File: src/rtl/svr_frame_capture_ctrl.sv
// SVR frame capture sequencer: arms on request, captures N whole frames, checks geometry and
// packs RAW10 pixels 3-per-word into a shift-register FIFO. Frame CRC built only with SVR_CAP_CRC_EN.
module svr_frame_capture_ctrl #(
  parameter int FIFO_DEPTH = 16,
  parameter int CNT_W      = 16
) (
  input  logic        fclk,
  input  logic        reset_n,
  input  logic        cap_start,
  input  logic [7:0]  cap_num_frames,
  input  logic        cap_abort,
  input  logic [15:0] exp_rows,
  input  logic [15:0] exp_cols,
  input  logic [9:0]  svr_pixel,
  input  logic        svr_pixel_valid,
  input  logic        svr_fs,
  input  logic        svr_fe,
  input  logic        svr_ls,
  input  logic        svr_le,
  output logic [31:0] out_data,
  output logic        out_sof,
  output logic        out_eol,
  output logic        out_valid,
  input  logic        out_ready,
  output logic        busy,
  output logic        done,
  output logic        aborted,
  output logic [7:0]  frames_captured,
  output logic        err_line_len,
  output logic        err_frame_rows,
  output logic        err_overflow,
  output logic [15:0] frame_crc
);
  localparam int AW = $clog2(FIFO_DEPTH);
  localparam int CW = AW + 1;

  typedef enum logic [1:0] {IDLE, ARMED, CAPTURE, FLUSH} state_t;
  typedef struct packed {logic sof; logic eol; logic [31:0] data;} word_t;

  state_t           state_q, state_d;
  logic             busy_q, busy_d, done_q, done_d, aborted_q, aborted_d;
  logic [7:0]       n_frames_q, n_frames_d, frames_q, frames_d, frames_inc;
  logic [15:0]      exp_rows_q, exp_rows_d, exp_cols_q, exp_cols_d;
  logic             err_line_q, err_line_d, err_rows_q, err_rows_d, err_ovf_q, err_ovf_d;
  logic             in_frame_q, in_frame_d, sof_pend_q, sof_pend_d;
  logic [CNT_W-1:0] row_q, row_d, pix_q, pix_d, row_base, pix_base;
  logic [1:0]       pack_cnt_q, pack_cnt_d;
  logic [19:0]      pack_data_q, pack_data_d;
  word_t            fifo_q [FIFO_DEPTH];
  word_t            fifo_d [FIFO_DEPTH];
  word_t            push_word;
  logic [CW-1:0]    cnt_q, cnt_d, cnt_mid, tgt;
  logic             valid_q, valid_d;
  logic             abort_take, start_take, cap_active, fs_arm, fs_cap;
  logic             pix_ev, le_ev, fe_ev, ls_ev, drained, push, pop, mark_eol;

  function automatic logic [CNT_W-1:0] sat_inc(input logic [CNT_W-1:0] v);
    return (&v) ? v : v + 1'b1;
  endfunction

  assign abort_take = cap_abort && (state_q != IDLE);
  assign start_take = cap_start && (state_q == IDLE);
  assign cap_active = (state_q == CAPTURE) && in_frame_q;
  assign fs_arm     = (state_q == ARMED) && svr_fs;
  assign fs_cap     = (state_q == CAPTURE) && svr_fs;
  assign pix_ev     = cap_active && svr_pixel_valid;
  assign le_ev      = cap_active && svr_le;
  assign fe_ev      = cap_active && svr_fe;
  assign ls_ev      = cap_active && svr_ls;
  assign drained    = (cnt_q == '0) && (pack_cnt_q == 2'd0);
  assign frames_inc = (frames_q == 8'hFF) ? frames_q : frames_q + 8'd1;
  assign pop        = valid_q && out_ready;

  always_comb begin
    state_d = state_q;
    if (abort_take) begin
      state_d = IDLE;
    end else begin
      case (state_q)
        IDLE:    if (cap_start) state_d = ARMED;
        ARMED:   if (svr_fs) state_d = CAPTURE;
        CAPTURE: if (fe_ev && frames_inc >= n_frames_q) state_d = FLUSH;
        FLUSH:   if (drained) state_d = IDLE;
        default: state_d = IDLE;
      endcase
    end
  end

  always_comb begin
    busy_d    = (state_d != IDLE);
    done_d    = (state_q == FLUSH) && drained && !abort_take;
    aborted_d = abort_take;
  end

  always_comb begin
    n_frames_d  = n_frames_q;
    exp_rows_d  = exp_rows_q;
    exp_cols_d  = exp_cols_q;
    frames_d    = fe_ev ? frames_inc : frames_q;
    in_frame_d  = in_frame_q;
    row_base    = fs_cap ? '0 : row_q;
    row_d       = ls_ev ? sat_inc(row_base) : row_base;
    pix_base    = ls_ev ? '0 : pix_q;
    pix_d       = pix_ev ? sat_inc(pix_base) : pix_base;
    err_line_d  = err_line_q | (le_ev && (32'(pix_d) != 32'(exp_cols_q)));
    err_rows_d  = err_rows_q | (fe_ev && (32'(row_d) != 32'(exp_rows_q))) | (fs_cap && in_frame_q);
    err_ovf_d   = err_ovf_q;
    pack_cnt_d  = pack_cnt_q;
    pack_data_d = pack_data_q;
    push        = 1'b0;
    push_word   = '0;
    mark_eol    = 1'b0;
    // A word leaves the packer when full, at line end, or at frame end so FLUSH can drain.
    if (pix_ev) begin
      if (pack_cnt_q == 2'd2 || svr_le || svr_fe) begin
        push = 1'b1;
        case (pack_cnt_q)
          2'd0:    push_word.data = {2'd1, 20'd0, svr_pixel};
          2'd1:    push_word.data = {2'd2, 10'd0, svr_pixel, pack_data_q[9:0]};
          default: push_word.data = {2'd3, svr_pixel, pack_data_q};
        endcase
        push_word.eol = svr_le;
        pack_cnt_d    = 2'd0;
        pack_data_d   = '0;
      end else begin
        pack_cnt_d = pack_cnt_q + 2'd1;
        if (pack_cnt_q == 2'd0) pack_data_d[9:0] = svr_pixel;
        else                    pack_data_d[19:10] = svr_pixel;
      end
    end else if ((le_ev || fe_ev) && pack_cnt_q != 2'd0) begin
      push           = 1'b1;
      push_word.data = {pack_cnt_q, 10'd0, pack_data_q};
      push_word.eol  = le_ev;
      pack_cnt_d     = 2'd0;
      pack_data_d    = '0;
    end else if (le_ev) begin
      mark_eol = 1'b1;
    end
    push_word.sof = sof_pend_q;
    sof_pend_d    = push ? 1'b0 : sof_pend_q;
    if (fs_arm || fs_cap) begin
      sof_pend_d = 1'b1;
      in_frame_d = 1'b1;
      if (fs_arm) row_d = '0;
    end
    if (fe_ev) in_frame_d = 1'b0;

    fifo_d  = fifo_q;
    cnt_mid = cnt_q;
    if (pop) begin
      for (int i = 0; i < FIFO_DEPTH - 1; i++) fifo_d[i] = fifo_q[i + 1];
      fifo_d[FIFO_DEPTH-1] = '0;
      cnt_mid = cnt_q - 1'b1;
    end
    tgt = cnt_mid - 1'b1;
    // Late eol goes onto the newest stored word, but never onto the word currently presented.
    if (mark_eol && cnt_mid != '0 && !(tgt == '0 && !pop)) fifo_d[tgt[AW-1:0]].eol = 1'b1;
    cnt_d = cnt_mid;
    if (push) begin
      if (cnt_mid == CW'(FIFO_DEPTH)) begin
        err_ovf_d = 1'b1;
      end else begin
        fifo_d[cnt_mid[AW-1:0]] = push_word;
        cnt_d = cnt_mid + 1'b1;
      end
    end

    if (start_take) begin
      n_frames_d = (cap_num_frames == 8'd0) ? 8'd1 : cap_num_frames;
      exp_rows_d = exp_rows;
      exp_cols_d = exp_cols;
      frames_d   = 8'd0;
      err_line_d = 1'b0;
      err_rows_d = 1'b0;
      err_ovf_d  = 1'b0;
      in_frame_d = 1'b0;
    end
    if (abort_take) begin
      frames_d    = frames_q;
      err_line_d  = err_line_q;
      err_rows_d  = err_rows_q;
      err_ovf_d   = err_ovf_q;
      in_frame_d  = 1'b0;
      sof_pend_d  = 1'b0;
      pack_cnt_d  = 2'd0;
      pack_data_d = '0;
      fifo_d      = '{default: '0};
      cnt_d       = '0;
    end
    valid_d = (cnt_d != '0);
  end

  always_ff @(posedge fclk) begin
    if (!reset_n) begin
      state_q     <= IDLE;
      busy_q      <= 1'b0;
      done_q      <= 1'b0;
      aborted_q   <= 1'b0;
      n_frames_q  <= 8'd1;
      exp_rows_q  <= '0;
      exp_cols_q  <= '0;
      frames_q    <= '0;
      err_line_q  <= 1'b0;
      err_rows_q  <= 1'b0;
      err_ovf_q   <= 1'b0;
      in_frame_q  <= 1'b0;
      sof_pend_q  <= 1'b0;
      row_q       <= '0;
      pix_q       <= '0;
      pack_cnt_q  <= '0;
      pack_data_q <= '0;
      cnt_q       <= '0;
      valid_q     <= 1'b0;
      for (int i = 0; i < FIFO_DEPTH; i++) fifo_q[i] <= '0;
    end else begin
      state_q     <= state_d;
      busy_q      <= busy_d;
      done_q      <= done_d;
      aborted_q   <= aborted_d;
      n_frames_q  <= n_frames_d;
      exp_rows_q  <= exp_rows_d;
      exp_cols_q  <= exp_cols_d;
      frames_q    <= frames_d;
      err_line_q  <= err_line_d;
      err_rows_q  <= err_rows_d;
      err_ovf_q   <= err_ovf_d;
      in_frame_q  <= in_frame_d;
      sof_pend_q  <= sof_pend_d;
      row_q       <= row_d;
      pix_q       <= pix_d;
      pack_cnt_q  <= pack_cnt_d;
      pack_data_q <= pack_data_d;
      cnt_q       <= cnt_d;
      valid_q     <= valid_d;
      fifo_q      <= fifo_d;
    end
  end

`ifdef SVR_CAP_CRC_EN
  logic [15:0] crc_q, crc_d, crc_nx, fcrc_q, fcrc_d;

  function automatic logic [15:0] crc_step(input logic [15:0] c, input logic [9:0] p);
    logic [15:0] r;
    r = c;
    for (int b = 9; b >= 0; b--) r = {r[14:0], 1'b0} ^ ((r[15] ^ p[b]) ? 16'h1021 : 16'h0000);
    return r;
  endfunction

  always_comb begin
    crc_nx = pix_ev ? crc_step(crc_q, svr_pixel) : crc_q;
    crc_d  = (fs_arm || fs_cap) ? 16'hFFFF : crc_nx;
    fcrc_d = fe_ev ? crc_nx : fcrc_q;
  end

  always_ff @(posedge fclk) begin
    if (!reset_n) begin
      crc_q  <= 16'hFFFF;
      fcrc_q <= '0;
    end else begin
      crc_q  <= crc_d;
      fcrc_q <= fcrc_d;
    end
  end

  assign frame_crc = fcrc_q;
`else
  assign frame_crc = 16'h0000;
`endif

  assign out_data        = fifo_q[0].data;
  assign out_sof         = fifo_q[0].sof;
  assign out_eol         = fifo_q[0].eol;
  assign out_valid       = valid_q;
  assign busy            = busy_q;
  assign done            = done_q;
  assign aborted         = aborted_q;
  assign frames_captured = frames_q;
  assign err_line_len    = err_line_q;
  assign err_frame_rows  = err_rows_q;
  assign err_overflow    = err_ovf_q;
endmodule
File: config.mk
export PLATFORM = sky130hd
export DESIGN_NAME = svr_frame_capture_ctrl
export DESIGN_NICKNAME = d
export VERILOG_FILES = /design/src/rtl/svr_frame_capture_ctrl.sv
export SDC_FILE = /design/constraint.sdc
export NUM_CORES = 2
export LEC_CHECK = 0
export ABC_CLOCK_PERIOD_IN_PS = 10800
export BUFFER_PORTS_ARGS = -buffer_cell sky130_fd_sc_hd__clkbuf_2
export CORE_UTILIZATION = 42
export DETAILED_ROUTE_END_ITERATION = 10
export SLEW_MARGIN = 20
export SYNTH_ARGS = -nofsm -noshare
export SYNTH_HDL_FRONTEND = slang
export SYNTH_SLANG_ARGS = --single-unit
File: constraint.sdc
create_clock -name fclk -period 10.8 [get_ports fclk]
set_clock_uncertainty 0.1 [all_clocks]
set_input_delay 1.08 -clock fclk [delete_from_list [all_inputs] [get_ports fclk]]
set_output_delay 1.08 -clock fclk [all_outputs]
set_load 0.1 [all_outputs]
==> results.py <==
metrics = {
    "run_status": {
        "run_status": "completed",
    },
    "yosys": {
        "synth-async-reset-ratio_pct": 0,
        "postSynthCellCount": 4046,
        "synth_top_area_share_pct": 43.3,
        "synthTopCellsByArea": "dfxtp_1 43%, nand2_1 15%, a311oi_1 14%",
        "yosysTopAreaCell": "dfxtp_1",
        "synth_seq_cells": 662,
        "yosys.cell_types.count": 81,
        "syn_area_per_cell_um2": 7.56,
        "syn_area_mm2": 0.0306,
        "yosys_warnings": 0,
        "seq_area_frac_synth_pct": 43.3,
        "synthFlopType": "dfxtp_1",
        "synth-edff-count": 0,
    },
    "grt": {
        "antenna_found_initial": 0,
        "grt_use_met1_pct": 31.5,
        "grt_pass1_vias": 24249,
        "gr-usage-met2_pct": 33.7,
        "gr-max-usage-layer": "met2",
        "grt_pass1_wl_mm": 134,
        "groute.usage.overall_pct": 21.7,
        "grt_overflow": 0,
        "use_met3_pct": 2.81,
        "grt_max_degree": 210,
    },
    "route": {
        "dr.first_iter.drc_count": 2416,
        "route.detailed.drc": 0,
        "ant_nets": 0,
        "first_pass_iters": 6,
        "vias": 27148,
        "wirelength_mm": 82.3,
        "wl_per_cell_um": 17.0,
        "routed_via_density": 5.59,
    },
    "finish": {
        "final_cell_mix": "1204 x nand2_1, 662 x dfxtp_1, 600 x nor2_1",
        "fin_util_pct": 46.5,
        "diodes": 0,
        "drive_gt1_share_pct": 7.84,
        "final_common_cell": "nand2_1",
        "area_delta_synth_final_pct": 8.96,
        "fin_nets": 3932,
    },
    "clocking": {
        "cts_root_buf": "clkbuf_16",
        "clock_sinks": 662,
        "cts_setup_buffers": 0,
        "cts_made_buffers": 73,
        "clk_pin_slew_worst_paths_ps": 60,
        "cts_tree": "done",
        "hold_buffers": 0,
        "clock_path_buffers": 3,
        "worstSkewPairLatency_ps": 630,
        "cts-htree-levels": 3,
        "ctsResizeCount": 0,
    },
    "floorplan": {
        "io_pins": 125,
        "die_area_mm2": 0.0739,
        "start_util_pct": 42.7,
        "core-area_mm2": 0.0717,
        "fp-row-count": 98,
        "fp.dieH_um": 272,
        "die_width_um": 272,
    },
    "worst_setup_path": {
        "path_class": "in2reg",
        "crit_path_start_kind": "input port",
        "startpoint": "out_ready",
        "r2r-start": "state_q[0]",
        "critPathCaptureType": "register",
        "crit_arrival_ps": 4740,
        "rr_worst_depth": 11,
        "required_ps": 11190,
        "cp_max_fo": 50,
    },
    "power": {
        "p_leak_nw": 11.8,
        "cellPowerDensity_mw_per_mm2": 175,
        "irDropWorstVdd_mv": 0.209,
    },
    "sta": {
        "tns_ps": 0,
        "slew_headroom_pct": 26.7,
        "finalCriticalPeriod_ps": 4350,
        "worstMarginPinSlew_ps": 1100,
        "slew_violations": 0,
        "setup_violations": 0,
        "max_freq_ghz": 0.230,
        "hold_viol_final": 0,
        "rsz0062_at_grt": "false",
        "post-route-period-util_pct": 40.3,
    },
    "flow_run": {
        "max_cap_viol_count": 0,
    },
    "hold_path": {
        "min_path_cells": 2,
        "worst_hold_path_type": "reg2reg",
        "holdCritStartpoint": "pack_data_q[19]",
    },
    "placement": {
        "port-buffer-count": 108,
        "globalplace.congestion": 0.861,
        "dp_hpwl_mm": 48.8,
    },
}
critical path, stage by stage:
cell and delay [ps]:
clkbuf_2 170, and2_4 530, xnor2_1 350, ha_1 500
nand2_1 140, nor2_1 470, nand3_2 630, buf_4 530
o21ai_0 210, a21oi_1 60
cells by family (layout without fill, tap and decap cells):
logic type / count (synthesis) / after routing / share of synthesized area [%]
flops: 662 / 662 / 43.3
buf+inv: 459 / 303 / 6.61
mux: 8 / 8 / 0.266
xor+xnor: 65 / 65 / 1.93
other cells: 1 / 16 / 0.0123
fa+ha+maj: 22 / 22 / 0.900
compound gates: 769 / 769 / 19.8
simple gates: 2060 / 2060 / 27.2
final timing paths:
| check | end | slack (ps) |
|---|---|---|
| max | out_eol | 6450 |
| min | pack_data_q[19] | 350 |
| max reg2reg | err_line_len | 6490 |
| min reg2reg | pack_data_q[19] | 350 |
per-layer routing:
layer | share of wire, % | vias up
met5 | 0 | -
met4 | 2.1 | 0
met3 | 4.5 | 114
met2 | 44 | 648
met1 | 49 | 12794
li1 | - | 13592
synthesized netlist by cell type, types with 3 or more instances:
library cell / count
a21boi_0: 3
nor2_1: 600
xnor2_1: 41
or4_1: 4
dfxtp_1: 662
and4_1: 5
a32oi_1: 4
nor3_1: 20
o211ai_1: 5
a211oi_1: 6
nor2b_1: 8
a2111oi_0: 3
or2_2: 3
a311oi_1: 494
o22ai_1: 7
nand2_1: 1220
mux2i_1: 7
nor3_2: 4
nand2b_1: 7
xor2_1: 22
o21a_1: 4
or3_1: 9
inv_1: 22
a41oi_1: 9
o21ai_1: 9
o22a_1: 6
nor4_1: 10
o21ai_0: 25
nand3b_1: 3
a21o_1: 7
a22o_1: 20
and3_1: 13
buf_2: 23
nand4_1: 20
and2_1: 24
nand3_1: 91
and4b_1: 3
ha_1: 22
buf_1: 37
buf_4: 70
a21oi_1: 130
clkbuf_1: 304
a31oi_1: 14
sequential cells by signal, indices dropped and copies added, names as in the netlist, 2 cells and up:
| register | cells |
|---|---|
| cnt_q | 5 |
| exp_cols_q | 16 |
| exp_rows_q | 16 |
| fifo_q | 510 |
| frames_captured | 8 |
| n_frames_q | 8 |
| out_data | 32 |
| pack_cnt_q | 2 |
| pack_data_q | 20 |
| pix_q | 16 |
| row_q | 16 |
| state_q | 2 |
per-stage QoR:
stage	hold WS (ps)	cell area [um2]	total power, mW	setup WS [ps]	std cells
final	353	33300	5.83	6450	4855
after detailed placement	346	30900	3.31	5870	4725
after global routing	367	33300	6.05	5980	4855
after global placement	342	30900	3.31	5900	4725
after floorplan	336	30700	3.11	6650	4061
after CTS	354	33300	5.89	6500	4855
power by group:
group / switching (mW) / total [mW] / internal (mW)
Combinational: 0.629 / 0.764 / 0.135
Sequential: 0.0281 / 2.49 / 2.47
Clock: 1.04 / 2.58 / 1.53
area by class of cell:
type                    instances  area, um2
fillers                      7174      38400
clock inverters                24        319
inverters                      24       90.1
repair buffers                149        898
clock buffers                 106       2150
well taps                     950       1190
flip-flops and latches        662      13300
multi-input cells            2940      15400
No activity file was read; power rests on OpenSTA's default activity.
